## config.mk

```make
export PLATFORM = sky130hd
export DESIGN_NAME = muldiv_unit
export DESIGN_NICKNAME = d
export VERILOG_FILES = /design/src/rtl/muldiv_unit.sv
export SDC_FILE = /design/constraint.sdc
export NUM_CORES = 2
export LEC_CHECK = 0
export ABC_CLOCK_PERIOD_IN_PS = 11700
export BUFFER_PORTS_ARGS = -buffer_cell sky130_fd_sc_hd__buf_2
export CAP_MARGIN = 20
export CORE_MARGIN = 2
export CORE_UTILIZATION = 50
export CTS_CLUSTER_DIAMETER = 40
export CTS_CLUSTER_SIZE = 12
export DETAILED_ROUTE_END_ITERATION = 10
export PLACE_DENSITY = 0.77
export SYNTH_ARGS = -nofsm -noshare
export SYNTH_HDL_FRONTEND = slang
export SYNTH_SLANG_ARGS = --single-unit
```

## constraint.sdc

```tcl
create_clock -name clock -period 11.7 [get_ports clock]
set_clock_uncertainty 0.1 [all_clocks]
set_input_delay 0 -clock clock [delete_from_list [all_inputs] [get_ports clock]]
set_output_delay 0 -clock clock [all_outputs]
set_load 0.005 [all_outputs]
```

## src/rtl/muldiv_unit.sv

```systemverilog
// rtl/muldiv_unit.sv - multi-cycle RV32M/RV64M multiply/divide unit with tag and flush
module muldiv_unit #(
    parameter int DATA_WIDTH   = 32,
    parameter int MULT_LATENCY = 3,
    parameter int TAG_WIDTH    = 5
) (
    input  logic                  clock,
    input  logic                  reset,
    input  logic                  flush,
    input  logic                  in_valid,
    output logic                  in_ready,
    input  logic [2:0]            in_op,
    input  logic [TAG_WIDTH-1:0]  in_tag,
    input  logic [DATA_WIDTH-1:0] operand_A,
    input  logic [DATA_WIDTH-1:0] operand_B,
    output logic                  out_valid,
    input  logic                  out_ready,
    output logic [DATA_WIDTH-1:0] out_result,
    output logic [TAG_WIDTH-1:0]  out_tag,
    output logic                  busy
);

    localparam int W     = DATA_WIDTH;
    localparam int CNT_N = (W + 2 > MULT_LATENCY) ? W + 2 : MULT_LATENCY;
    localparam int CNT_W = $clog2(CNT_N);
    localparam logic [CNT_W-1:0] MUL_LAST = CNT_W'((MULT_LATENCY >= 2) ? MULT_LATENCY - 2 : 0);
    localparam logic [CNT_W-1:0] DIV_LAST = CNT_W'(W);
    localparam logic [W-1:0]     MOST_NEG = {1'b1, {(W-1){1'b0}}};

    typedef enum logic [1:0] {S_IDLE, S_MUL, S_DIV, S_DONE} state_t;

    state_t               state;
    logic [W-1:0]         a_q;
    logic [W-1:0]         b_q;
    logic [W-1:0]         rem_q;
    logic [1:0]           op_q;
    logic [TAG_WIDTH-1:0] tag_q;
    logic                 quo_neg;
    logic                 rem_neg;
    logic [CNT_W-1:0]     cnt;

    logic                 accept;
    logic                 is_div;
    logic                 div_signed;
    logic                 a_neg;
    logic                 b_neg;
    logic [W-1:0]         a_mag;
    logic [W-1:0]         b_mag;
    logic                 b_zero;
    logic                 div_ovf;
    logic [W-1:0]         special_res;

    logic [W-1:0]         mul_a;
    logic [W-1:0]         mul_b;
    logic [1:0]           mul_op;
    logic                 mul_sa;
    logic                 mul_sb;
    logic [2*W-1:0]       mul_ax;
    logic [2*W-1:0]       mul_bx;
    logic [2*W-1:0]       prod;
    logic [W-1:0]         mul_res;

    logic [W:0]           rem_shift;
    logic [W:0]           diff;
    logic [W-1:0]         div_res;

    assign in_ready = (state == S_IDLE);
    assign busy     = (state != S_IDLE);
    assign accept   = in_valid & in_ready & ~flush;

    assign is_div     = in_op[2];
    assign div_signed = ~in_op[0];
    assign a_neg      = div_signed & operand_A[W-1];
    assign b_neg      = div_signed & operand_B[W-1];
    assign a_mag      = a_neg ? -operand_A : operand_A;
    assign b_mag      = b_neg ? -operand_B : operand_B;
    assign b_zero     = (operand_B == '0);
    assign div_ovf    = div_signed & (operand_A == MOST_NEG) & (operand_B == '1);

    always_comb begin
        special_res = '0;
        if (b_zero)
            special_res = in_op[1] ? operand_A : '1;
        else if (div_ovf)
            special_res = in_op[1] ? '0 : operand_A;
    end

    // With a single-cycle multiply the product is taken straight from the request.
    assign mul_a  = (MULT_LATENCY == 1) ? operand_A : a_q;
    assign mul_b  = (MULT_LATENCY == 1) ? operand_B : b_q;
    assign mul_op = (MULT_LATENCY == 1) ? in_op[1:0] : op_q;
    assign mul_sa = (mul_op != 2'd3);
    assign mul_sb = (mul_op == 2'd1);
    assign mul_ax = {{W{mul_sa & mul_a[W-1]}}, mul_a};
    assign mul_bx = {{W{mul_sb & mul_b[W-1]}}, mul_b};
    assign prod   = mul_ax * mul_bx;
    assign mul_res = (mul_op == 2'd0) ? prod[W-1:0] : prod[2*W-1:W];

    // a_q shifts dividend bits out the top while quotient bits enter at the bottom.
    assign rem_shift = {rem_q, a_q[W-1]};
    assign diff      = rem_shift - {1'b0, b_q};
    assign div_res   = op_q[1] ? (rem_neg ? -rem_q : rem_q)
                               : (quo_neg ? -a_q : a_q);

    always_ff @(posedge clock or negedge reset) begin
        if (!reset) begin
            state      <= S_IDLE;
            a_q        <= '0;
            b_q        <= '0;
            rem_q      <= '0;
            op_q       <= '0;
            tag_q      <= '0;
            quo_neg    <= 1'b0;
            rem_neg    <= 1'b0;
            cnt        <= '0;
            out_valid  <= 1'b0;
            out_result <= '0;
            out_tag    <= '0;
        end else if (flush) begin
            state     <= S_IDLE;
            out_valid <= 1'b0;
        end else begin
            case (state)
                S_IDLE: begin
                    if (accept) begin
                        a_q     <= operand_A;
                        b_q     <= operand_B;
                        op_q    <= in_op[1:0];
                        tag_q   <= in_tag;
                        rem_q   <= '0;
                        cnt     <= '0;
                        quo_neg <= a_neg ^ b_neg;
                        rem_neg <= a_neg;
                        if (!is_div) begin
                            if (MULT_LATENCY == 1) begin
                                out_result <= mul_res;
                                out_tag    <= in_tag;
                                out_valid  <= 1'b1;
                                state      <= S_DONE;
                            end else begin
                                state <= S_MUL;
                            end
                        end else if (b_zero || div_ovf) begin
                            out_result <= special_res;
                            out_tag    <= in_tag;
                            out_valid  <= 1'b1;
                            state      <= S_DONE;
                        end else begin
                            a_q   <= a_mag;
                            b_q   <= b_mag;
                            state <= S_DIV;
                        end
                    end
                end
                S_MUL: begin
                    if (cnt == MUL_LAST) begin
                        out_result <= mul_res;
                        out_tag    <= tag_q;
                        out_valid  <= 1'b1;
                        state      <= S_DONE;
                    end else begin
                        cnt <= cnt + 1'b1;
                    end
                end
                S_DIV: begin
                    if (cnt == DIV_LAST) begin
                        out_result <= div_res;
                        out_tag    <= tag_q;
                        out_valid  <= 1'b1;
                        state      <= S_DONE;
                    end else begin
                        cnt <= cnt + 1'b1;
                        if (!diff[W]) begin
                            rem_q <= diff[W-1:0];
                            a_q   <= {a_q[W-2:0], 1'b1};
                        end else begin
                            rem_q <= rem_shift[W-1:0];
                            a_q   <= {a_q[W-2:0], 1'b0};
                        end
                    end
                end
                S_DONE: begin
                    if (out_ready) begin
                        out_valid <= 1'b0;
                        state     <= S_IDLE;
                    end
                end
                default: state <= S_IDLE;
            endcase
        end
    end

endmodule
```

After elaboration in Yosys (flattened, before gate mapping)
Index checks and enable logic that the tools add are counted.
Cells by class
  multipliers: 1
  reductions and logical operators: 13
  muxes and demuxes: 54
  equal/unequal tests: 22
  bitwise gates (word level): 11
  add/subtract/negate cells: 6
Operator list (count)
  32-bit 2-to-1 mux: 24
  32-bit negator: 4
  32-bit case mux with 2 select lines: 2
  32-bit case mux with 3 select lines: 1
  32-bit == test, second input constant: 2
  33-bit by 33-bit multiplier with 64-bit output: 1
  33-bit by 32-bit subtractor with 33-bit output: 1
  32-bit logical NOT: 1
  5-bit 2-to-1 mux: 5
  6-bit 2-to-1 mux: 3
  6-bit case mux with 3 select lines: 1
  5-bit case mux with 3 select lines: 1
  2-bit 2-to-1 mux: 6
  2-bit inequality test, second input constant: 5
  1-bit 2-to-1 mux: 9
  3-bit by 2-bit inequality test with 1-bit output, second input constant: 3
  3-bit inequality test, second input constant: 3
  1-bit AND: 8
  2-bit case mux with 4 select lines: 1
  4-bit AND reduction: 2
  7-bit AND reduction: 1
  6-bit by 1-bit adder with 6-bit output, second input constant: 1
  6-bit by 1-bit == test with 1-bit output, second input constant: 1
  6-bit == test, second input constant: 1
  other kinds (13): 20
Word-level totals
  register bits: 151
  logic and storage cells: 119
  output and inout bits: 40
  input bits: 77

Longest topological paths before layout
  depth in word-level cells: 9
  depth in mapped cells: 32
  depth with buffers taken out: 30

Worst setup path after synthesis
OpenSTA, ideal clock, no wires.
  kind: register -> register
  start point: reg op_q[1], in the netlist mul_op[1]
  end point: reg out_result[24]
  period minus slack after synthesis: 8471 ps
  library setup time: 137 ps
  buffers on the path: 3
  stages on the path, launching flop included: 30
  path slack: 3229 ps
  arrival time: 8233 ps
  required time: 11463 ps
  cell sequence: dfrtp_1 -> clkbuf_1 -> a21oi_1 -> clkbuf_1 -> nand2_1 -> inv_1 -> fa_1 -> inv_1 -> fa_1 -> inv_1 -> fa_1 -> fa_1 -> inv_1 -> fa_1 -> inv_1 -> fa_1 -> inv_1 -> fa_1 -> fa_1 -> inv_1 -> ha_1 -> clkbuf_1 -> a21o_1 -> a21o_1 -> a221oi_1 -> a21boi_0 -> o21ai_0 -> xor2_1 -> a2111oi_0 -> nor3_1
Between the ends
  longest elaborated chain between the ends: 6
  elaborated cells between the ends (all ways): 11
  classes of those cells: mul: 1; eq/ne: 2; mux: 5; bitwise: 2; reduce/logical: 1
RTL lines
  start, declared: RTL line 36  | logic [1:0] op_q;
  start signal, assigned: RTL line 128  | op_q <= in_op[1:0];
  2-bit inequality test / 2-bit by 1-bit == test with 1-bit output (equally long branches): RTL line 92, 93
  1-bit AND (on tied branches): RTL line 94, 95
  33-bit by 33-bit multiplier with 64-bit output: RTL line 96  | assign prod = mul_ax * mul_bx;
  32-bit 2-to-1 mux: RTL line 97  | assign mul_res = (mul_op == 2'd0) ? prod[W-1:0] : prod[2*W-1:W];
  32-bit 2-to-1 mux: RTL line 156  | if (cnt == MUL_LAST) begin
  32-bit case mux with 3 select lines (*): RTL line 123  | case (state)
  end signal, assigned: RTL line 136  | out_result <= mul_res;
  end signal, assigned: RTL line 157  | out_result <= mul_res;
  end signal, assigned: RTL line 167  | out_result <= div_res;
  end, declared: RTL line 18  | output logic [DATA_WIDTH-1:0] out_result,
Mark *: on every way between the ends. The rest lies on a longest branch, timed or not. The select of a mux whose other input is x is not followed.
A chain may end at the register's enable or synchronous reset.

Final worst setup path
  start point: reg op_q[0], in the netlist mul_op[0]
  end point: reg out_result[24]
Between the ends
  longest elaborated chain between the ends: 6
  elaborated cells between the ends (all ways): 9
  classes of those cells: mul: 1; eq/ne: 2; mux: 3; bitwise: 2; reduce/logical: 1
RTL lines (RTL line)
  2-bit inequality test / 2-bit by 1-bit == test with 1-bit output (equally long branches): 92, 93
  1-bit AND (on tied branches): 94, 95
  33-bit by 33-bit multiplier with 64-bit output: 96
  32-bit 2-to-1 mux (*): 97
  32-bit 2-to-1 mux (*): 156
  32-bit case mux with 3 select lines (*): 123
Marks and branches as above.

==> summary.txt <==
Run status
  • Status: completed

Logic synthesis
  • Adder-cell area share of the yosys netlist: 0.5160
  • Post-Syn Instances: 5759
  • Synth Warn #: 0
  • Yosys top cell area share: 0.4516
  • Synth area leaders: fa_1 (45%), inv_1 (9.4%), nand2_1 (7.8%)
  • Synth Area in XOR/XNOR: 0.03807
  • Net Count, Synth: 7219
  • #FFs+latches synth: 151
  • Sequential-to-total area share from yosys stat: 0.07569
  • Mapped cell area: 0.04992 mm^2
  • Compound-Gate Fraction of Synth Area: 0.08421
  • Synth Area per Inst: 8.668 um^2
  • Post-synthesis simple-gate area fraction: 0.1509
  • Post-synthesis cell type count: 75
  • Top_reg_cell synth: dfrtp_1
  • Main combinational cell family by area after synthesis: adder cells
  • EDFF count, synth: 0
  • Post-synthesis mux area share: 0.01481
  • Cell accounting for the most synthesized area: fa_1
  • Async set-or-reset flop fraction in the synthesized netlist: 1.000

Setup path
  • Crit Path Max Fanout: 19
  • Reg2reg setup slack: 2.05 ns
  • Worst setup path category: register to register
  • Crit path from: mul_op[0]$_DFFE_PN0P_
  • Arr. time, crit path: 9.87 ns
  • Worst Reg2Reg Path Length in Cells: 26
  • Startpoint types: register
  • Worst Setup End Kind: register
  • Reg-to-Reg Start: mul_op[0]$_DFFE_PN0P_
  • CP required: 11.92 ns

Routing
  • Vias per cell: 5.817
  • DRT iter0 DRCs: 3958
  • Drt drc: 0
  • Final WL: 155.8 mm
  • WL per Instance: 22.18 um
  • Drt first pass iters: 6
  • Vias: 40859
  • ANT nets after route: 0

Worst hold path
  • Worst Hold Depth: 5
  • Hold crit path type: input port to register
  • Worst Hold Launch: operand_B[8]

Timing
  • Final Hold Violating Endpoints: 0
  • Slew margin rel.: 0.3027
  • Slew @ Worst Pin: 1.046 ns
  • Pins Over Slew Limit: 0
  • Sum Neg Setup Slack: 0 ns
  • Final setup fails: 0
  • Unrepaired setup endpoints after global routing: false
  • Achievable Freq: 0.1037 GHz
  • Period utilisation layout: 0.8245
  • Tmin final: 9.647 ns

Global route
  • Vias in the first global route: 43606
  • Pin count of the biggest net entering global routing: 96
  • First-pass GRT wire length: 245.8 mm
  • Total Routing Usage GR: 0.3126
  • Initial antenna violation count: 12
  • GR Overflow Total: 0

Floorplan
  • Starting density of the core: 0.5057
  • Num rows: 115
  • Ports: 117
  • Core Region: 0.09871 mm^2
  • Die ar.: 0.1024 mm^2
  • Die Span Y: 320.0 um
  • Die Span X: 320.0 um

Clock tree
  • Hold_buf cts: 81
  • Clk_lat worst skew: 0.46 ns
  • Post-CTS Setup Inserts: 0
  • Post_cts resized: 0
  • Max clock buf depth: 2
  • CTS tree: built
  • H-tree Lvls: 4
  • Clock Pin Slew Worst Setup and Hold Paths: 0.08 ns
  • Root Driver: clkbuf_16
  • Inserted Clock Buffers: 17
  • CTS sink count: 151

Finish
  • Most common cell after layout, fill and taps aside: inv_1
  • Layout cells sized above 1: 0.05408
  • Most frequent cells in the layout: inv_1 (1246), fa_1 (1126), nand2_1 (1030)
  • Area delta synth->final: 6.010%
  • Fillers: 8856
  • Fin util: 0.5361
  • Final nets: 7180

Placement
  • Gpl congestion: 0.9950
  • Post-DP HPWL: 123.0 mm
  • Port bufs: 116

Run
  • Max-cap violations: 0
==> final timing paths <==
path,end
max in group asynchronous,b_q[25]$_DFFE_PN0P_
hold reg to reg,out_tag[4]$_DFFE_PN0P_
setup / recovery,out_result[24]$_DFFE_PN0P_
hold / removal,b_q[9]$_DFFE_PN0P_
min in group asynchronous,out_result[3]$_DFFE_PN0P_
setup reg to reg,out_result[24]$_DFFE_PN0P_
==> kinds of logic (layout without fill, tap and decap cells) <==
group	Yosys count	in the layout
AOI/OAI and AO/OA	666	666
xor gates and xnor gates	217	217
adders and majority gates	1383	1383
buffers and inverters	1594	1567
DFF	151	151
muxes	71	71
other	0	5
and+or+nand+nor	1677	1677
==> worst max-delay path, stage by stage, from the launching register on <==
cell       delay (ns)
dfrtp_1          0.45
nand2_1          0.46
and3_1           0.43
fa_1             0.56
fa_1             0.64
fa_1             0.52
inv_1            0.42
fa_1             0.51
inv_1            0.09
fa_1             0.44
fa_1             0.55
inv_1            0.05
fa_1             0.44
fa_1             0.52
inv_1            0.05
ha_1             0.34
a21o_1           0.22
o21bai_1         0.17
a21o_1           0.18
a21o_1           0.20
a21o_1           0.19
a221oi_1         0.34
a21boi_0         0.67
o21ai_0          0.24
xor2_1           0.18
a2111oi_0        0.42
nor3_1           0.11
==> flip-flops by register name, summed over array words and instances, names as in the netlist <==
signal      count
state           2
rem_neg         1
b_q            32
tag_q           5
rem_q          32
quo_neg         1
out_result     32
out_valid       1
out_tag         5
mul_op          2
cnt             6
a_q            32
==> cell usage after synthesis, types with 10 or more instances <==
| cell type | number |
|---|---|
| o31ai_1 | 50 |
| nor2_1 | 166 |
| a221oi_1 | 17 |
| or2_2 | 16 |
| o21a_1 | 10 |
| a21oi_1 | 148 |
| xnor2_1 | 117 |
| and3_1 | 29 |
| inv_1 | 1246 |
| nand2b_1 | 15 |
| mux2i_1 | 48 |
| buf_1 | 40 |
| o21ai_1 | 11 |
| a21o_1 | 72 |
| a31oi_1 | 20 |
| o21ai_0 | 206 |
| and2_1 | 229 |
| nand3_1 | 36 |
| xor2_1 | 100 |
| dfrtp_1 | 151 |
| o41ai_1 | 17 |
| or3_1 | 27 |
| nor3_1 | 29 |
| nor2b_1 | 16 |
| fa_1 | 1126 |
| a211oi_1 | 22 |
| nand4_1 | 25 |
| ha_1 | 257 |
| or4_1 | 18 |
| mux2_2 | 23 |
| o211ai_1 | 29 |
| clkbuf_1 | 297 |
| nand2_1 | 1031 |
==> final cells by class <==
class,count,area [um^2],area share
multi-input cells,4014,40160,0.7588
inverters,1247,4681,0.08845
flip-flops and latches,151,3784,0.07150
repair buffers,289,2088,0.03946
well taps,1287,1610,0.03043
clock buffers,17,425.4,0.008039
clock inverters,14,161.4,0.003050
diodes,5,12.51,0.0002364
==> per-stage QoR <==
step	area, um^2	setup slack, ns	std cells	hold slack (ns)
after floorplan	49920	3.229	5759	-0.3956
after global placement	51510	2.360	6907	0.09353
after detailed placement	51510	2.134	6907	0.1055
after CTS	52910	2.081	7019	0.0004924
after global routing	52910	1.578	7021	0.06839
final	52920	2.053	7024	0.01315
==> routing by layer <==
metal | vias up | GRT usage | wire length, um
met5 | - | 0 | 36
met4 | 6 | 0.1535 | 8804
met3 | 508 | 0.05838 | 15650
met2 | 2243 | 0.5113 | 73560
met1 | 20874 | 0.4005 | 57760
li1 | 17228 | - | -
Power is not shown: default switching activity piles up to over one toggle a cycle in this logic, so the estimate is an artifact.
